## config.mk

```make
export PLATFORM = sky130hd
export DESIGN_NAME = router_link_stage
export DESIGN_NICKNAME = d
export VERILOG_FILES = /design/src/rtl/noc_params.sv /design/src/rtl/link_onoff_checker.sv /design/src/rtl/router_link_stage.sv
export SDC_FILE = /design/constraint.sdc
export NUM_CORES = 1
export LEC_CHECK = 0
export CELL_PAD_IN_SITES_DETAIL_PLACEMENT = 1
export CELL_PAD_IN_SITES_GLOBAL_PLACEMENT = 1
export CORE_ASPECT_RATIO = 1.25
export CORE_UTILIZATION = 41
export CTS_CLUSTER_SIZE = 28
export DETAILED_ROUTE_END_ITERATION = 8
export MAX_ROUTING_LAYER = met4
export PLACE_DENSITY = 0.76
export SLEW_MARGIN = 40
export SYNTH_ARGS = -nofsm -noshare
export SYNTH_HDL_FRONTEND = slang
export SYNTH_HIERARCHICAL = 1
export SYNTH_SLANG_ARGS = --single-unit
```

## constraint.sdc

```tcl
create_clock -name clk -period 1.4 [get_ports clk]
set_input_delay 0.14 -clock clk [delete_from_list [all_inputs] [get_ports clk]]
set_output_delay 0.14 -clock clk [all_outputs]
set_load 0.01 [all_outputs]
```

## src/rtl/noc_params.sv

```systemverilog
// Shared NoC parameters: default flit/VC shape, the default link stage depth,
// the checker state encoding and a helper for VC index width.
package noc_params;

    localparam int NOC_FLIT_W          = 32;
    localparam int NOC_VC_NUM          = 2;
    localparam int LINK_STAGES_DEFAULT = 2;

    typedef logic [NOC_FLIT_W-1:0] flit_t;

    // On/off checker state: mirrors the on/off bit currently visible upstream.
    typedef enum logic {
        CHK_OFF = 1'b0,
        CHK_ON  = 1'b1
    } chk_state_e;

    // Width of a VC index; a single VC still gets a 1-bit field.
    function automatic int vc_width(input int n);
        return (n > 1) ? $clog2(n) : 1;
    endfunction

endpackage

```

## src/rtl/link_onoff_checker.sv

```systemverilog
// Per-VC on/off protocol checker. Counts flits that arrive while "off" is
// visible upstream and flags (sticky) more than SLACK_MAX of them.
// The state register is fed with the next value of the upstream-facing on/off
// register, so it always equals the on/off bit upstream sees this cycle and a
// flit is judged against the pre-edge value.
module link_onoff_checker
    import noc_params::*;
#(
    parameter int SLACK_MAX = 4,
    localparam int CNT_W    = $clog2(SLACK_MAX + 2)
) (
    input  logic clk,
    input  logic rst,
    input  logic on_off_next,
    input  logic flit,
    input  logic bad_flit,
    output logic error
);

    chk_state_e       state_q;
    chk_state_e       state_d;
    logic [CNT_W-1:0] slack_q;
    logic [CNT_W-1:0] slack_d;
    logic             err_d;

    // State register: starts OFF, matching the reset value of the on/off path.
    always_ff @(posedge clk or negedge rst) begin
        if (!rst) state_q <= CHK_OFF;
        else      state_q <= state_d;
    end

    // Next state simply follows the upstream-facing on/off bit.
    always_comb begin
        state_d = on_off_next ? CHK_ON : CHK_OFF;
    end

    // Slack counting and sticky error decision for the current state.
    always_comb begin
        slack_d = slack_q;
        err_d   = error | bad_flit;
        case (state_q)
            CHK_ON: slack_d = '0;
            CHK_OFF: begin
                if (flit) begin
                    if (slack_q >= CNT_W'(SLACK_MAX)) err_d = 1'b1;
                    if (slack_q != CNT_W'(SLACK_MAX + 1)) slack_d = slack_q + 1'b1;
                end
            end
            default: slack_d = slack_q;
        endcase
    end

    // Counter and error registers.
    always_ff @(posedge clk or negedge rst) begin
        if (!rst) begin
            slack_q <= '0;
            error   <= 1'b0;
        end else begin
            slack_q <= slack_d;
            error   <= err_d;
        end
    end

endmodule

```

## src/rtl/router_link_stage.sv

```systemverilog
// Pipelined router-to-router link: STAGES registers forward for flits and
// STAGES registers backward for per-VC on/off and allocatable status.
// No backpressure: flits are never stalled, dropped or reordered.
// Optional feature: define ROUTER_LINK_CHECK_EN to build the per-VC on/off
// slack checker; otherwise error_o is tied to 0.
module router_link_stage
    import noc_params::*;
#(
    parameter int FLIT_W    = $bits(flit_t),
    parameter int VC_NUM    = NOC_VC_NUM,
    parameter int STAGES    = LINK_STAGES_DEFAULT,
    parameter int SLACK_MAX = 2 * STAGES,
    localparam int VC_W     = vc_width(VC_NUM),
    localparam int CNT_W    = $clog2(STAGES + 1)
) (
    input  logic              clk,
    input  logic              rst,
    input  logic [FLIT_W-1:0] up_data_i,
    input  logic              up_valid_i,
    input  logic [VC_W-1:0]   up_vc_i,
    output logic [FLIT_W-1:0] down_data_o,
    output logic              down_valid_o,
    output logic [VC_W-1:0]   down_vc_o,
    input  logic [VC_NUM-1:0] down_on_off_i,
    input  logic [VC_NUM-1:0] down_alloc_i,
    output logic [VC_NUM-1:0] up_on_off_o,
    output logic [VC_NUM-1:0] up_alloc_o,
    output logic [CNT_W-1:0]  inflight_o,
    output logic [VC_NUM-1:0] error_o
);

    logic [STAGES-1:0] fwd_valid_q;
    logic [STAGES-1:0] valid_next;
    logic [FLIT_W-1:0] fwd_data_q [STAGES];
    logic [VC_W-1:0]   fwd_vc_q   [STAGES];
    logic [CNT_W-1:0]  inflight_d;

    logic [VC_NUM-1:0] rev_on_q    [STAGES];
    logic [VC_NUM-1:0] rev_on_d    [STAGES];
    logic [VC_NUM-1:0] rev_alloc_q [STAGES];
    logic [VC_NUM-1:0] rev_alloc_d [STAGES];

    // Next valid vector of the forward pipe and its population count.
    always_comb begin
        valid_next    = '0;
        inflight_d    = '0;
        valid_next[0] = up_valid_i;
        for (int s = 1; s < STAGES; s++) valid_next[s] = fwd_valid_q[s-1];
        for (int s = 0; s < STAGES; s++) inflight_d = inflight_d + CNT_W'(valid_next[s]);
    end

    // Forward pipe: data/vc load only behind a valid flit, bubbles clear valid.
    always_ff @(posedge clk or negedge rst) begin
        if (!rst) begin
            fwd_valid_q <= '0;
            inflight_o  <= '0;
            for (int s = 0; s < STAGES; s++) begin
                fwd_data_q[s] <= '0;
                fwd_vc_q[s]   <= '0;
            end
        end else begin
            fwd_valid_q <= valid_next;
            inflight_o  <= inflight_d;
            if (up_valid_i) begin
                fwd_data_q[0] <= up_data_i;
                fwd_vc_q[0]   <= up_vc_i;
            end
            for (int s = 1; s < STAGES; s++) begin
                if (fwd_valid_q[s-1]) begin
                    fwd_data_q[s] <= fwd_data_q[s-1];
                    fwd_vc_q[s]   <= fwd_vc_q[s-1];
                end
            end
        end
    end

    assign down_valid_o = fwd_valid_q[STAGES-1];
    assign down_data_o  = fwd_data_q[STAGES-1];
    assign down_vc_o    = fwd_vc_q[STAGES-1];

    // Next values of the reverse status pipe.
    always_comb begin
        rev_on_d[0]    = down_on_off_i;
        rev_alloc_d[0] = down_alloc_i;
        for (int s = 1; s < STAGES; s++) begin
            rev_on_d[s]    = rev_on_q[s-1];
            rev_alloc_d[s] = rev_alloc_q[s-1];
        end
    end

    // Reverse status pipe: resets to off / not allocatable.
    always_ff @(posedge clk or negedge rst) begin
        if (!rst) begin
            for (int s = 0; s < STAGES; s++) begin
                rev_on_q[s]    <= '0;
                rev_alloc_q[s] <= '0;
            end
        end else begin
            for (int s = 0; s < STAGES; s++) begin
                rev_on_q[s]    <= rev_on_d[s];
                rev_alloc_q[s] <= rev_alloc_d[s];
            end
        end
    end

    assign up_on_off_o = rev_on_q[STAGES-1];
    assign up_alloc_o  = rev_alloc_q[STAGES-1];

`ifdef ROUTER_LINK_CHECK_EN
    logic bad_vc;

    // A VC index outside the configured range is reported on VC 0.
    assign bad_vc = up_valid_i && ({{(32-VC_W){1'b0}}, up_vc_i} >= VC_NUM);

    for (genvar v = 0; v < VC_NUM; v++) begin : g_chk
        link_onoff_checker #(
            .SLACK_MAX (SLACK_MAX)
        ) u_chk (
            .clk         (clk),
            .rst         (rst),
            .on_off_next (rev_on_d[STAGES-1][v]),
            .flit        (up_valid_i && ({{(32-VC_W){1'b0}}, up_vc_i} == v)),
            .bad_flit    ((v == 0) ? bad_vc : 1'b0),
            .error       (error_o[v])
        );
    end
`else
    assign error_o = '0;
`endif

endmodule

```

==> impl_metrics.ini, run 1 <==
[grt]
grt_pass1_wl_um = 9090
track_usage_pct = 15.4
grt_max_degree = 79
antenna_found_initial = 0
grt_pass1_vias = 1718
grt_overflow_total = 0

[clock_network]
htreeDepth = 3
cts.sinks = 78
clk_pin_slew_worst_paths_ns = 0.07
clock_latency_ns = 0.34
cts_root_buf = clkbuf_8
cts_buffer_depth = 2
cts-buffers-inserted = 9
cts_setup_buffers = 0
cts_tree = built

[timing]
fmax_mhz = 727
slew_viol_final = 0
finalSetupViolations = 0
post-route-min-period_ns = 1.38
rsz0062_at_grt = false
min_period_over_period_pct = 98.3
setup_tns_ns = 0
hold_viol = 0
worst_clock_skew_ns = 0.0122

[placed_design]
io_buffers = 79
dp_hpwl_um = 3710
place_congestion = 0.734

[min_path]
holdCritPathClass = input pin to flop

[worst_setup_path]
worstPathArrival_ns = 1.24
crit_buf_inv = 1
required_ns = 1.26
crit_path_max_incr_delay_ns = 0.54
cp_top_family = buffers and inverters
path_class = flop to primary output
end_kind = primary output
slowest_stage = clkdlybuf4s50_1
start_kind = flop
crit_fanout = 2
path_cells = clkdlybuf4s50_1

[finish]
fillCellCount = 754
drive_above_1_share_pct = 34.7
seq_area_um2 = 1950
diodes = 0
nets = 282
multi_input_area_um2 = 988
syn2layout_area_growth_pct = 24.0

[detailed_routing]
routed_via_density = 4.61
ant_nets = 0
drcViolationCount = 0
drtPass1Iterations = 3
wl_um = 5760
post_drt_wl_per_cell_um = 17.0
vias = 1566
drt_iter0_markers = 74

[run_status]
status = completed

[floorplanning]
initial_core_util_pct = 42.5
core_area_um2 = 7840
row_count = 36
dieArea_um2 = 8500
die_width_um = 82.7
io_pins = 82
die_h_um = 103

[synth]
yosysSeqAreaShare_pct = 58.5
synth_cells = 188
synth.avg_cell_area_um2 = 17.7
ys_top_cells_by_area = dfrtp_1 (59%), mux2_4 (27%), buf_4 (7.7%)
yosys_warnings = 6
yosys.area.top_type = dfrtp_1
ys_ff_latch = 78
ys_types = 8
synth_top_cell_area_share_pct = 58.5
netlist_area_um2 = 3330

[power_and_ir_drop]
pwr_density_cell_nw_per_um2 = 1300
power_leakage_nw = 2.06
power_mw = 5.36
peakVddDrop_mv = 0.751

[run]
drv_cap = 0
[final timing paths]
check / from / endpoint / slack (ns) / cells past startpoint
max in group asynchronous: rst / fwd_valid_q[0] / 0.70 / 3
setup / recovery: down_data_o[30] / down_data_o[30] / 0.02 / 1
hold reg to reg: rev_on_d[0] / up_on_off_o[0] / 0.34 / 0
min in group asynchronous: rst / down_data_o[3] / 0.37 / 3
hold / removal: up_valid_i / fwd_valid_q[0] / 0.19 / 2
setup reg to reg: fwd_valid_q[0] / down_data_o[0] / 0.26 / 2
[sequential cells by signal (all words and copies together), names as in the netlist]
name / count
down_data_o: 32
down_vc_o: 1
fwd_data_q: 32
fwd_valid_q: 2
fwd_vc_q: 1
inflight_o: 2
rev_alloc_d: 2
rev_on_d: 2
up_alloc_o: 2
up_on_off_o: 2
[logic make-up after synthesis]
kind of cell               after synthesis  synth area share, %
muxes                                   66                 29.0
other                                    1                0.112
DFF                                     78                 58.5
buffers and inverters                   42                 11.9
adders and majority gates                1                0.375
[Yosys cell counts]
master   instances
ha_1             1
buf_4           34
conb_1           1
buf_6            2
mux2_2           6
dfrtp_1         78
mux2_4          60
buf_12           6
[cell usage in the layout, fill, tap and decap left out]
cell,instances
conb_1,2
dlygate4sd2_1,18
dfrtp_2,1
ha_1,1
clkbuf_8,9
mux2_4,60
dfrtp_1,77
clkinvlp_4,1
bufinv_16,2
dlygate4sd3_1,1
buf_2,1
dlymetal6s2s_1,16
buf_12,3
clkinv_2,1
clkdlybuf4s50_1,43
buf_4,1
mux2_2,6
clkbuf_1,2
[cell type report]
type,instances,share of cell area (%)
repair buffers,83,21.1
clock buffers,11,3.18
well taps,95,2.87
flip-flops and latches,78,47.2
clock inverters,4,1.75
multi-input cells,69,23.9
[through the flow]
stage / setup WS, ns / hold slack (ns) / std cells / cell area, um2 / utilization [%]
floorplan: 0.327 / -0.156 / 189 / 3340 / -
global placement: 0.277 / 0.196 / 324 / 3900 / 49.8
detailed placement: 0.259 / 0.199 / 324 / 3900 / 49.8
CTS: 0.000426 / 0.181 / 340 / 4100 / 52.3
global route: 0.00157 / 0.183 / 340 / 4140 / 52.8
finish: 0.0241 / 0.194 / 340 / 4140 / 52.8
[power breakdown]
group	switching (mW)	total, mW	internal [mW]
combinational	0.320	0.942	0.622
sequential	0.147	2.66	2.51
clock	0.767	1.76	0.994
total	1.23	5.36	4.13
[layer usage]
metal  track usage [%]  vias to the layer above  share of wire (%)
li1                  -                      698                  -
met1              19.4                      801                 42
met2              22.4                       50                 49
met3              3.19                       17                4.7
met4              9.68                        0                3.8
met5                 -                        -                  0
[worst reg2reg max path: cells and delay by family, from the launching register on]
family	cells	cell delay, ns
muxes	1	0.39
DFF	1	0.37
buffers and inverters	1	0.27
[repair_timing]
item | in CTS | in global routing
endpoints found under the setup margin | 18 | 16
gates resized for setup | 18 | 16
hold buffers | 1 | 0
hold endpoints to repair | 78 | 0
pin swaps | 0 | 0
Power figures use the tool's default switching activity.
==> inputs of run 2 (changes only) <==
--- a/config.mk
+++ b/config.mk
@@ -5,6 +5,7 @@
 export SDC_FILE = /design/constraint.sdc
 export NUM_CORES = 1
 export LEC_CHECK = 0
+export CAP_MARGIN = 20
 export CELL_PAD_IN_SITES_DETAIL_PLACEMENT = 1
 export CELL_PAD_IN_SITES_GLOBAL_PLACEMENT = 1
 export CORE_ASPECT_RATIO = 1.25
@@ -12,7 +13,7 @@
 export CTS_CLUSTER_SIZE = 28
 export DETAILED_ROUTE_END_ITERATION = 8
 export MAX_ROUTING_LAYER = met4
-export PLACE_DENSITY = 0.76
+export PLACE_DENSITY = 0.83
 export SLEW_MARGIN = 40
 export SYNTH_ARGS = -nofsm -noshare
 export SYNTH_HDL_FRONTEND = slang
==> impl_metrics.ini, run 2 (synthesis gave the netlist of run 1 again) <==
[run_status]
status = completed

[grt]
grt_pass1_vias = 1724
grt_max_degree = 79
grt_pass1_wl_um = 9090
track_usage_pct = 15.5
grt_overflow_total = 0
antenna_found_initial = 0

[worst_setup_path]
slowest_stage = clkdlybuf4s50_1
worstPathArrival_ns = 1.20
path_cells = clkdlybuf4s50_1
crit_buf_inv = 1
end_kind = primary output
regToRegStartpoint = fwd_valid_q[0]
crit_fanout = 1
path_class = flop to primary output
crit_path_max_incr_delay_ns = 0.53
cp_top_family = buffers and inverters
required_ns = 1.26
regToRegSetupSlack_ns = 0.33
cp-startpoint = inflight_o[0]
start_kind = flop

[detailed_routing]
ant_nets = 0
drtPass1Iterations = 2
wl_um = 5750
vias = 1597
post_drt_wl_per_cell_um = 16.9
routed_via_density = 4.68
drt_iter0_markers = 44
drcViolationCount = 0

[floorplanning]
die_h_um = 103
dieArea_um2 = 8500
initial_core_util_pct = 42.5
die_width_um = 82.7
row_count = 36
io_pins = 82
core_area_um2 = 7840

[power_and_ir_drop]
pwr_density_cell_nw_per_um2 = 1290
intPower_mw = 4.12
p_clk_share_pct = 32.8
comb_power_share_pct = 17.5
power_mw = 5.34
switching_power_mw = 1.22
peakVddDrop_mv = 0.653
power_leakage_nw = 2.06
pwr-share-seq_pct = 49.7
p_sw_share_pct = 22.9

[run]
drv_cap = 0

[timing]
layout_setup_ws_ns = 0.0629
holdWs_ns = 0.203
rsz0062_at_grt = false
hold_viol = 0
worst_clock_skew_ns = 0.00981
fmax_mhz = 748
slew_viol_final = 0
post-route-min-period_ns = 1.34
setup_tns_ns = 0
min_period_over_period_pct = 95.5
finalSetupViolations = 0

[finish]
diodes = 0
syn2layout_area_growth_pct = 24.3
nets = 283
final_common_cell = dfrtp_1
finish.instance_area_um2 = 4140
drive_above_1_share_pct = 35.0
mostFrequentLayoutCells = dfrtp_1 (77), mux2_4 (60), clkdlybuf4s50_1 (40), dlygate4sd2_1 (23), dlymetal6s2s_1 (14)

[placed_design]
dp_hpwl_um = 3710
io_buffers = 79
pre_cts_ws_ns = 0.326
place_congestion = 0.680
placed_cell_area_um2 = 3920

[min_path]
hold_start = up_valid_i
holdCritPathClass = input pin to flop

[clock_network]
htreeDepth = 3
cts_buffer_depth = 2
clock_latency_ns = 0.34
cts_root_buf = clkbuf_8
clk_pin_slew_worst_paths_ns = 0.07
cts-buffers-inserted = 9
cts.sinks = 78
cts_tree = built
[run 2: changes by cell type in the layout (fill, tap and decap cells not counted), sizes merged]
cell and delta:
buf +1, clkdlybuf4s50 -3, dlygate4sd2 +5, dlymetal6s2s -2
[run 2: layout make-up]
type,count,area [um2]
clock buffers,11,131
clock inverters,4,72.6
fillers,766,3690
multi-input cells,69,988
flip-flops and latches,78,1950
well taps,95,119
repair buffers,84,880
[run 2: final timing paths]
check,cells past startpoint,end
worst max-delay path,1,inflight_o[0]
worst min-delay path,2,fwd_valid_q[0]
worst max register to register,2,down_data_o[31]
worst min register to register,0,up_on_off_o[1]
max in group asynchronous,3,fwd_valid_q[0]
min in group asynchronous,3,down_data_o[6]
[run 2: what timing repair did]
item | in CTS | in global routing
setup buffers | 0 | 0
resized for setup | 23 | 14
endpoints found under the hold margin | 78 | 0
gates cloned | 0 | 0
setup endpoints to repair | 23 | 14
hold buffers | 1 | 0
[run 2: layer usage]
| layer | track usage (%) | wire (um) | vias up |
|---|---|---|---|
| met4 | 7.29 | 111 | 0 |
| met5 | - | 0 | - |
| li1 | - | - | 705 |
| met3 | 4.87 | 294 | 11 |
| met2 | 23.0 | 2890 | 53 |
| met1 | 19.1 | 2450 | 828 |
[run 2: per-stage QoR]
step / utilization (%) / instances
detailed placement: 50.1 / 325
finish: 52.9 / 341
floorplan: - / 189
CTS: 52.4 / 341
global route: 52.9 / 341
global placement: 50.1 / 325
[run 2: power by group through the flow]
stage               logic (mW)  registers, mW  clock network (mW)
floorplan                0.731           2.66                   0
global placement          1.01           2.69                   0
detailed placement        1.03           2.70                   0
CTS                      0.964           2.66                1.83
global route              1.01           2.69                1.91
finish                   0.933           2.66                1.75
